==> config.mk <==
export PLATFORM = sky130hd
export DESIGN_NAME = reg_scoreboard
export DESIGN_NICKNAME = d
export VERILOG_FILES = /design/src/rtl/reg_scoreboard.sv
export SDC_FILE = /design/constraint.sdc
export NUM_CORES = 1
export LEC_CHECK = 0
export ABC_AREA = 1
export CORE_AREA = 2 2 62 64
export CTS_BUF_LIST = sky130_fd_sc_hd__clkbuf_4 sky130_fd_sc_hd__clkbuf_8 sky130_fd_sc_hd__clkbuf_16
export DETAILED_ROUTE_END_ITERATION = 6
export DIE_AREA = 0 0 64 66
export HOLD_SLACK_MARGIN = 0.1
export SKIP_CTS_REPAIR_TIMING = 1
export SYNTH_ARGS = -nofsm -noshare
export SYNTH_HDL_FRONTEND = slang
export SYNTH_SLANG_ARGS = --single-unit
export TNS_END_PERCENT = 100
==> constraint.sdc <==
create_clock -name clk -period 1.39 [get_ports clk]
set_input_delay 0.139 -clock clk [delete_from_list [all_inputs] [get_ports clk]]
set_output_delay 0.139 -clock clk [all_outputs]
set_load 0.1 [all_outputs]
==> src/rtl/reg_scoreboard.sv <==
// Issue-control scoreboard: per-register countdown of pending writes,
// RAW stall generation and halt drain sequencing.
module reg_scoreboard #(
  parameter int WB_LAT = 3,
  parameter int CNT_W  = 2
) (
  input  logic       clk,
  input  logic       rst,
  input  logic       id_valid,
  input  logic [2:0] id_rs,
  input  logic       id_rs_used,
  input  logic [2:0] id_rt,
  input  logic       id_rt_used,
  input  logic [2:0] id_rd,
  input  logic       id_reg_write,
  input  logic       id_halt,
  input  logic       flush,
  output logic       stall,
  output logic       issue,
  output logic [7:0] busy_mask,
  output logic       halted,
  output logic       err
);

  typedef enum logic [1:0] {
    S_RUN,
    S_DRAIN,
    S_HALTED
  } state_t;

  localparam logic [CNT_W-1:0] LAT = CNT_W'(WB_LAT);
  localparam logic [CNT_W-1:0] ONE = CNT_W'(1);

  state_t           state_q, state_d;
  logic [CNT_W-1:0] cnt_q [8];
  logic [CNT_W-1:0] cnt_d [8];
  logic             hz;
  logic             is_run;

  // count == 1 lands this cycle and is bypassed, so only > 1 blocks.
  always_comb begin
    hz = (id_rs_used && (cnt_q[id_rs] > ONE)) ||
         (id_rt_used && (cnt_q[id_rt] > ONE));
  end

  always_comb begin
    for (int i = 0; i < 8; i++) begin
      busy_mask[i] = (cnt_q[i] != '0);
    end
  end

  always_comb begin
    stall  = 1'b1;
    issue  = 1'b0;
    halted = 1'b0;
    is_run = 1'b0;
    case (state_q)
      S_RUN: begin
        is_run = 1'b1;
        stall  = id_valid & hz;
        issue  = id_valid & ~hz & ~flush;
      end
      S_DRAIN: begin
        stall = 1'b1;
      end
      S_HALTED: begin
        halted = 1'b1;
      end
      default: begin
        stall = 1'b1;
      end
    endcase
  end

  assign err = id_valid & halted;

  always_comb begin
    for (int i = 0; i < 8; i++) begin
      cnt_d[i] = cnt_q[i];
      if (issue && id_reg_write && (id_rd == 3'(i))) begin
        cnt_d[i] = LAT;
      end else if (cnt_q[i] != '0) begin
        cnt_d[i] = cnt_q[i] - ONE;
      end
    end
  end

  always_comb begin
    state_d = state_q;
    case (state_q)
      S_RUN: begin
        if (issue && id_halt) state_d = S_DRAIN;
      end
      S_DRAIN: begin
        if (busy_mask == 8'h00) state_d = S_HALTED;
      end
      S_HALTED: begin
        state_d = S_HALTED;
      end
      default: begin
        state_d = S_RUN;
      end
    endcase
  end

  always_ff @(posedge clk) begin
    if (rst) begin
      state_q <= S_RUN;
      for (int i = 0; i < 8; i++) begin
        cnt_q[i] <= '0;
      end
    end else begin
      state_q <= state_d;
      for (int i = 0; i < 8; i++) begin
        cnt_q[i] <= cnt_d[i];
      end
    end
  end

  logic unused_ok;
  assign unused_ok = is_run;

endmodule
Yosys cells after proc, flatten, opt, wreduce, memory -nomap -nowiden --
Memory sizes are Yosys's and may differ from the RTL's. Cells that the tools add are included.
Operators by class: add/subtract/negate cells 8, magnitude comparators 2, eq/ne operators 11, mux-type cells 33, bitwise operators 14, reductions and logical operators 25
Operators with widths (count):
- two-way mux 2 bit | 26
- nonzero test 2 bit | 8
- subtractor 2 x 1 -> 2 bit (second input constant) | 8
- equality test 3 bit (second input constant) | 4
- logical AND 1 bit | 12
- zero test 8 bit | 1
- bitwise OR 1 bit | 8
- equality test 3 x 2 -> 1 bit (second input constant) | 2
- two-way mux 1 bit | 6
- case mux 2 bit (3 select lines) | 1
- AND 1 bit | 4
- greater-than comparator 2 x 1 -> 1 bit (second input constant) | 2
- inequality test 2 bit (second input constant) | 2
- equality test 3 x 1 -> 1 bit (second input constant) | 1
- zero test 3 bit | 1
- equality test 2 x 1 -> 1 bit (second input constant) | 1
- equality test 2 bit (second input constant) | 1
- zero test 2 bit | 1
- inverter 1 bit | 2
- AND reduction 2 bit | 1
- logical OR 1 bit | 1
Storage, ports and cells: bits in registers 2, memory bits (writable) 16, input port bits 17, output and inout port bits 12, logic and storage cells 95, memories kept 1
Memory list:
- cnt_q | words 8, bits a word 2, read ports 10, clocked after memory_dff 0, wr ports 8, RTL line 35 | logic [CNT_W-1:0] cnt_q [8];

Longest topological paths before layout --
Gate-level depths: netlist of the first run. An unclocked memory read counts as a cell.
depth after elaboration 12, mapped depth 10, depth with buffers taken out 10

Worst setup path before layout of the first run --
Ideal clock, no wire load.
kind reg-to-output, start register state_q[0], end output issue, data arrival time 2084 ps, required time 1251 ps, setup slack -833 ps, stages on the path, launching flop included 7, path buffers 0, cell sequence dfxtp_1 > inv_1 > ha_1 > nand2_1 > nor2_1 > inv_1 > nor2_1
Between the ends: word-level cells in the longest chain between the ends 2
RTL lines:
- start, declared | RTL line 34 | state_t state_q, state_d;
- start signal, assigned | RTL line 113 | state_q <= state_d;
- zero test 2 bit | RTL line 57 | case (state_q)
- two-way mux 1 bit | RTL line 57
- end, declared | RTL line 19 | output logic issue,
Every way passes these cells.

Final worst setup path of the first run --
Ends and elaborated chain as after synthesis.

==> summary by stage, run 1 <==
Die
The die extent in y is roughly 66 µm. The floorplan has 22 rows. The area of the die is 0.00422 mm². The core area is between 0.003 and 0.004 mm². The initial standard-cell utilization of the core is 34.1%.

The I/O pin count is 29. The die is 64 µm wide.

Cells and area
The post-layout utilization of the core is about two thirds. The number of diodes added for antenna fixing is 0. The area of all placed cells without fillers is 0.00232 mm². The number of filler instances in the final layout is 283. Relative to the synthesized area, the layout overhead comes to 92.1%. In the final layout, the share of cells above drive strength 1 is 53.3%.

The net count of the finished layout is 277.

Clock network
The clock latency on the worst-skew pair is slightly below 0.3 ns. CTS built an H-tree with a depth of 1. After clock tree synthesis, the clock-pin slew on the worst setup and hold paths is 0.10 ns. The maximum buffer depth of the clock tree is 2. The clock sink count is 18.

The CTS tree is yes. The number of CTS-inserted buffers is 3. The tree is rooted in a sky130_fd_sc_hd__clkbuf_4.

Status
The checks that failed: negative setup slack. The run finished, with violations left.

Worst setup path
In this run the critical register-to-register path is launched from cnt_q[1][1]. The delay contributed by the slowest stage of the critical path is 0.34 ns. The cell with the largest stage delay on the worst path is sky130_fd_sc_hd__dfxtp_2.

The critical path launch point type is a flip-flop. Counting cells, the worst reg-to-reg path comes to 10. The buffer and inverter count on the worst path is 4. The maximum net fanout on the critical path is 2. The launching instance or port of the critical path is state_q[0]. For the worst setup path, the data required time is 1.25 ns. The worst register-to-register path ends at cnt_q[0][1]. The register-to-register path setup slack is -0.15 ns.

The signal arrival time at the worst endpoint is 1.53 ns. The most numerous cell type found on the critical path is sky130_fd_sc_hd__inv_2. Broken down by cell family, the worst path's largest delay share belongs to buffers and inverters. The setup path with the least slack is of type reg -> out.

The kind of capture point of the worst setup path is a primary output. Traced cell by cell, the critical path runs through inv_2, ha_4, nand2_1, nor2_2, inv_2, buf_4, nor2_4, buf_12.

Timing
The number of hold violations in the final report is 0. The max-slew violation count is 0. Setup repair after global routing could not meet its margin everywhere. After layout, the worst setup slack is -0.278 ns. Setup violations remaining at the end of the flow were counted as 25. Across the routed clock network, the largest skew measured is about 0.00094 ns. The smallest clock period supported by the final layout is computed as 1.67 ns. Of the available clock period, the critical path in the final layout requires 120%. At the pin with the least slew margin, the transition time is 0.434 ns. The highest clock rate is 599 MHz.

The headroom to the max-slew limit is 71.0%. The sum of negative setup slack is -2.86 ns.

Routing
The top routing layer in use is met4. The detailed-route via count is 1381. The routed length on met2 is about 1.9 mm. The wire length reported by the detailed router is 3.56 mm. The detailed router finished its first iteration with approximately 60 violations. The routed length on met3 is 193 µm. The count of unresolved DRC violations after routing is 0. In this run the remaining antenna-violating nets after routing total 0. After detailed routing, the average wire length per cell comes to 12.1 µm. After detailed routing, the wire length on met1 is 1.44 mm.

The number of iterations in the first detailed-routing pass is 6. Dividing the detail-routed via count by the number of cells gives 4.70.

Power
Power comes to 6.01 mW. The leakage power summed over all cells is ~1.1 nW. Dividing total power by cell area gives a power density of 2580 mW/mm². Across the VDD grid, the largest voltage drop is 0.00185 V.

Hold path
Along the worst hold path, the cell count comes to 2. The worst hold path terminates at cnt_q[5][1]. The worst hold path belongs to the class reg -> reg.

The start point of the worst min-delay path is cnt_q[5][1].

Global routing
The largest net degree at the start of global routing is 10. The number of global-route vias before repair is 1356. The first global-routing pass estimated 5.51 mm of wire. The global router's overall resource usage is 16.7%. The initial antenna violation count is 0. The overall overflow remaining after global route is 0.

Synthesis
Yosys printed 0 warnings. The synthesized netlist devotes 12.4% of its cell area to adder and majority cells. The post-synthesis area per instance is approximately 6.6 µm². Yosys mapped the design onto 16 distinct sky130hd cell types. The combined area of all synthesized cells is 0.00121 mm².

The synthesized design contains 18 register bits. Synthesis produced a netlist with a net count of 211. The largest family of logic cells by synthesized area is simple AND/OR/NAND/NOR gates. Of the total synthesized cell area, the portion taken by AND, OR, NAND and NOR gates is 27.2%. Sequential cells were found to cover 29.8% of the synthesized design area.

The complex-gate fraction of the synthesized area is 11.8%. The cell count after synthesis came out at 182. The synthesized netlist devotes 5.79% of its cell area to XOR and XNOR gates. The proportion of synthesized area in mux cells is 0%.

Place
The pre-CTS setup slack is -0.465 ns. The routability-driven placement congestion ratio is 0.792. Once placement finished, the instance area stood at 0.00204 mm². The half-perimeter wire length after placement is 2.71 mm. The number of buffers added on ports is 28.

Flow run
Max-cap violations in this run came to 0.
metrics by stage:
stage / std cells / hold slack, ns
after floorplan: 182 / 0.327
after global placement: 283 / 0.531
after detailed placement: 283 / 0.528
after CTS: 286 / 0.545
after global routing: 294 / 0.593
final: 294 / 0.569
synth_stat cells:
cell type | count | area share (%)
sky130_fd_sc_hd__nor2_1 | 12 | 3.7
sky130_fd_sc_hd__nor3b_4 | 1 | 1.6
sky130_fd_sc_hd__nand3_2 | 2 | 1.7
sky130_fd_sc_hd__o211ai_1 | 1 | 0.62
sky130_fd_sc_hd__nand3_1 | 13 | 5.4
sky130_fd_sc_hd__o21ai_0 | 9 | 3.7
sky130_fd_sc_hd__clkbuf_1 | 1 | 0.31
sky130_fd_sc_hd__xor2_1 | 8 | 5.8
sky130_fd_sc_hd__nand2_1 | 43 | 13
sky130_fd_sc_hd__dfxtp_1 | 18 | 30
sky130_fd_sc_hd__inv_2 | 1 | 0.31
sky130_fd_sc_hd__nand4_1 | 3 | 1.6
sky130_fd_sc_hd__a21oi_1 | 18 | 7.4
sky130_fd_sc_hd__inv_1 | 39 | 12
sky130_fd_sc_hd__ha_1 | 12 | 12
sky130_fd_sc_hd__buf_1 | 1 | 0.31
layer usage:
layer  track usage [%]  up-vias
met3              2.21        6
li1                  -      699
met5                 0        -
met1              18.2      640
met4              6.52        0
met2              32.2       36
area by class of cell:
type                            count  area [µm²]  share of cell area (%)
Multi-Input combinational cell    122         967                    41.6
Inverter                           40         189                    8.13
Clock buffer                        3        22.5                   0.969
Sequential cell                    18         373                    16.0
Timing Repair Buffer               63         713                    30.7
Tap cell                           48        60.1                    2.58
worst max path at each step:
stage / to / cells after the start / slack (ns)
final: issue / 8 / -0.28
after global routing: issue / 9 / -0.36
after CTS: issue / 9 / -0.38
after detailed placement: cnt_q[6][0] / 10 / -0.46
after global placement: cnt_q[4][1] / 10 / -0.38
after floorplan: cnt_q[1][1] / 5 / -0.009
worst register-to-register path, stage by stage, from the launching register on:
cell and delay, ns:
sky130_fd_sc_hd__dfxtp_2 0.34, sky130_fd_sc_hd__inv_2 0.06, sky130_fd_sc_hd__nand2_1 0.05, sky130_fd_sc_hd__o211ai_1 0.10, sky130_fd_sc_hd__nand3_1 0.12, sky130_fd_sc_hd__nand3_2 0.10
sky130_fd_sc_hd__nand2_4 0.07, sky130_fd_sc_hd__nor3b_4 0.20, sky130_fd_sc_hd__buf_6 0.22, sky130_fd_sc_hd__nand2_4 0.07, sky130_fd_sc_hd__a21oi_1 0.13
layout by cell type (no fill, tap or decap):
cell                              synthesis  layout
sky130_fd_sc_hd__nor2_2                   0       1
sky130_fd_sc_hd__o21ai_1                  0       9
sky130_fd_sc_hd__a21oi_2                  0      14
sky130_fd_sc_hd__nand3_2                  2       4
sky130_fd_sc_hd__clkinvlp_4               0       9
sky130_fd_sc_hd__o211ai_1                 1       1
sky130_fd_sc_hd__nand2_4                  0      10
sky130_fd_sc_hd__nand3_1                 13      11
sky130_fd_sc_hd__clkbuf_4                 0       3
sky130_fd_sc_hd__buf_12                   0      12
sky130_fd_sc_hd__clkdlybuf4s50_1          0      14
sky130_fd_sc_hd__dlymetal6s2s_1           0       2
sky130_fd_sc_hd__nand2_1                 43      32
sky130_fd_sc_hd__a21oi_1                 18       4
sky130_fd_sc_hd__inv_4                    0       2
sky130_fd_sc_hd__buf_4                    0      23
sky130_fd_sc_hd__dfxtp_2                  0      10
sky130_fd_sc_hd__nand4_1                  3       3
sky130_fd_sc_hd__ha_4                     0      10
sky130_fd_sc_hd__xor2_1                   8       8
sky130_fd_sc_hd__nand2_2                  0       1
sky130_fd_sc_hd__buf_6                    0      12
sky130_fd_sc_hd__nor2_1                  12      10
sky130_fd_sc_hd__nor2_4                   0       1
sky130_fd_sc_hd__nor3b_4                  1       1
sky130_fd_sc_hd__inv_1                   39      11
sky130_fd_sc_hd__ha_1                    12       2
sky130_fd_sc_hd__inv_2                    1      18
sky130_fd_sc_hd__dfxtp_1                 18       8
registers in the layout, indices dropped and copies added (netlist names):
signal and count:
cnt_q 16, state_q 2
kinds of logic after synthesis:
| family | count (synthesis) |
|---|---|
| compound gates | 28 |
| xor+xnor | 8 |
| fa+ha+maj | 12 |
| buf+inv | 42 |
| flops | 18 |
| simple gates | 74 |
report_power, final:
group	switching, mW	internal [mW]	total [mW]
combinational	2.72	2.12	4.84
clock	0.160	0.101	0.261
sequential	0.158	0.750	0.908
Power figures use the tool's default switching activity.
==> run 2: changes to the inputs <==
Clock period 1.39 ns to 1.9 ns, I/O delays scaled along.
==> run 2 against run 1 <==
Effect of this change: the flow now finishes without violations; core utilization decreased by 17 points; wire length decreased by 27%; die area unchanged; critical endpoint is now stall.
==> summary by stage, run 2 (synthesized netlist as in run 1, its figures left out) <==
Clock network
The number of CTS-inserted buffers was 3 (unchanged). The clock sink count is 18 (unchanged). The root buffer cell was sky130_fd_sc_hd__clkbuf_4 (unchanged).

The clock latency on the worst-skew pair is 0.30 ns (was 0.29 ns). The depth of the CTS H-tree was 1 (unchanged). The clock-pin slew of the registers on the worst-case setup and hold paths is 0.11 ns (was 0.10 ns). The CTS tree is yes (unchanged). The maximum buffer depth of the clock tree came to 2 (unchanged).

Cells and area
The number of filler instances in the final layout is 347 (was 283). Leading registers by flop count: cnt_q (16), state_q (2) (unchanged). The number of nets in the finished design was 244 (was 277). The number of diodes added for antenna fixing came to 0 (unchanged). Most frequent cells in the layout: sky130_fd_sc_hd__nand2_1, sky130_fd_sc_hd__inv_1, sky130_fd_sc_hd__a21oi_1, sky130_fd_sc_hd__dfxtp_1, sky130_fd_sc_hd__clkdlybuf4s50_1 (was sky130_fd_sc_hd__nand2_1, sky130_fd_sc_hd__buf_4, sky130_fd_sc_hd__inv_2, sky130_fd_sc_hd__a21oi_2, sky130_fd_sc_hd__clkdlybuf4s50_1). The proportion of layout cells with a drive suffix above 1 is 12.1% (was 53.3%).

The layout overhead on the synthesized area came to 42.7% (was 92.1%). The register ranked first by flip-flop count was cnt_q (unchanged). The number of flip-flops under the largest register name came to 16 (unchanged). The most common cell after layout, fill and taps aside is sky130_fd_sc_hd__nand2_1 (unchanged).

Die
The die extent in y is 66 µm (unchanged). The die width came to 64 µm (unchanged). The I/O pin count came to 29 (unchanged).

The core area is 0.00355 mm² (unchanged). The number of core rows was 22 (unchanged). The initial standard-cell utilization of the core was 34.1% (unchanged). The area of the die was 0.00422 mm² (unchanged).

Hold path
The type of the worst min-delay path is reg -> reg (unchanged).

Routing
The detailed-route via count is 1159 (was 1381). The number of vias per cell after detailed routing was 4.42 (was 4.70). The number of iterations in the first detailed-routing pass was 4 (was 6). The count of unresolved DRC violations after routing was 0 (unchanged). The routed wirelength normalized by instance count is 9.97 µm (was 12.1 µm).

The initial DRC count is 37 (was 61). The post-detailed-route count of antenna-violating nets is 0 (unchanged). The wire length reported by the detailed router is 2.61 mm (was 3.56 mm).

Worst setup path
The largest delay contributor family on the critical path is buffers and inverters (unchanged). The buffer and inverter count on the worst path is 3 (was 4). The critical setup path kind is in -> out (was reg -> out). The critical path launch point type is a primary input (was flip-flop). The cell with the largest stage delay on the worst path is sky130_fd_sc_hd__clkdlybuf4s50_1 (was sky130_fd_sc_hd__dfxtp_2). The cell repeated most along the worst path is sky130_fd_sc_hd__nand2_1 (was sky130_fd_sc_hd__inv_2). The delay contributed by the slowest stage of the critical path is 0.56 ns (was 0.34 ns). The kind of capture point of the worst setup path is a primary output (unchanged). The maximum net fanout on the critical path was 5 (was 2). The critical path required time came to 1.71 ns (was 1.25 ns). The signal arrival time at the worst endpoint is 1.58 ns (was 1.53 ns). Cells along the critical path: clkdlybuf4s50_1, inv_2, nand2_1, nand3_1, nand3_1, nand3_2, nand2_2, nand2_1, nand2_1, buf_12 (was inv_2, ha_4, nand2_1, nor2_2, inv_2, buf_4, nor2_4, buf_12).

Global routing
The overall overflow remaining after global route is 0 (unchanged). The number of global-route vias before repair is 1098 (was 1356). The met2 routing resource usage after global routing is 22.7% (was 32.2%). The met3 track demand over resource in global routing is 2.90% (was 2.21%). The global router's overall resource usage was 13.7% (was 16.7%).

The met1 track demand over resource is 17.3% (was 18.2%). The initial antenna violation count is 0 (unchanged). The highest-utilization routing layer at the global route stage is met2 (unchanged). The global-route wire length before repair was 4.53 mm (was 5.51 mm).

The largest net degree at the start of global routing is 13 (was 10).

Place
The half-perimeter wire length after placement is 2.11 mm (was 2.71 mm). The routability-driven placement congestion ratio is 0.752 (was 0.792). The number of buffers added on ports is 28 (unchanged).

Flow run
The count of max-cap constraint violations came to 0 (unchanged).

Timing
For this run, the top clock speed supported by timing is 566 MHz. The transition time of the tightest slew-check pin is 0.443 ns (was 0.434 ns). The sum of negative setup slack is 0 ns (was -2.86 ns). The headroom to the max-slew limit is 70.2% (was 71.0%).

Unrepaired setup endpoints after global routing: false (was true). The number of hold violations in the final report is 0 (unchanged). After layout, the minimum clock period comes to approximately 1.8 ns. The max-slew violation count was 0 (unchanged). The final-report setup violation count is 0 (was 25). The ratio of final minimum period to clock period is 93.0%. The final clock skew is 0.00618 ns (was 0.000942 ns).

Status
Result of the run: finished, final reports clean (was finished, violations left).
-- run 2: cell count changes in the layout (fill, tap and decap cells not counted), sizes merged --
cell           before  now
buf                47   14
clkinvlp            9    0
inv                31   40
clkbuf              3    4
clkdlybuf4s50      14   15
dlymetal6s2s        2    1
-- run 2: metrics by stage --
stage / setup slack (ns) / hold WS (ns) / util [%] / cell area, µm² / instances
2_1_floorplan: 0.0781 / 0.385 / - / 1210 / 182
3_3_place_gp: -0.00427 / 0.508 / 47.4 / 1680 / 258
3_5_place_dp: 0.00429 / 0.510 / 47.4 / 1680 / 258
4_1_cts: 0.0196 / 0.531 / 48.4 / 1720 / 262
5_1_grt: 0.00132 / 0.552 / 48.6 / 1730 / 262
6_report: 0.134 / 0.526 / 48.6 / 1730 / 262
-- run 2: worst paths after layout --
path              start          end  slack (ns)  cells after the start
max reg2reg  state_q[0]  cnt_q[2][0]        0.34                      9
min reg2reg  state_q[0]   state_q[0]        0.53                      2
max            id_rs[0]        stall        0.13                     10
min          state_q[0]   state_q[0]        0.53                      2
-- run 2: area by class of cell --
type	count	area, µm²	area share, %
clock buffer	4	36.3	2.10
tap	48	60.1	3.48
timing repair buffer	30	418	24.2
sequential	18	360	20.9
multi-input combinational	122	702	40.7
inverter	40	150	8.70
-- run 2: worst min-delay path, stage by stage (launching register included) --
cell and delay [ns]:
sky130_fd_sc_hd__dfxtp_1 0.34, sky130_fd_sc_hd__a21oi_1 0.11, sky130_fd_sc_hd__nor2_1 0.05
-- run 2: layer usage --
metal,part of all wire [%],wire length (µm),vias to the layer above
li1,-,-,629
met1,48,1260,498
met2,44,1140,27
met3,6.2,161,5
met4,1.8,46,0
met5,0,0,-
Power of run 2 is not shown: default switching activity piles up to over one toggle a cycle in this logic, so the estimate is an artifact.
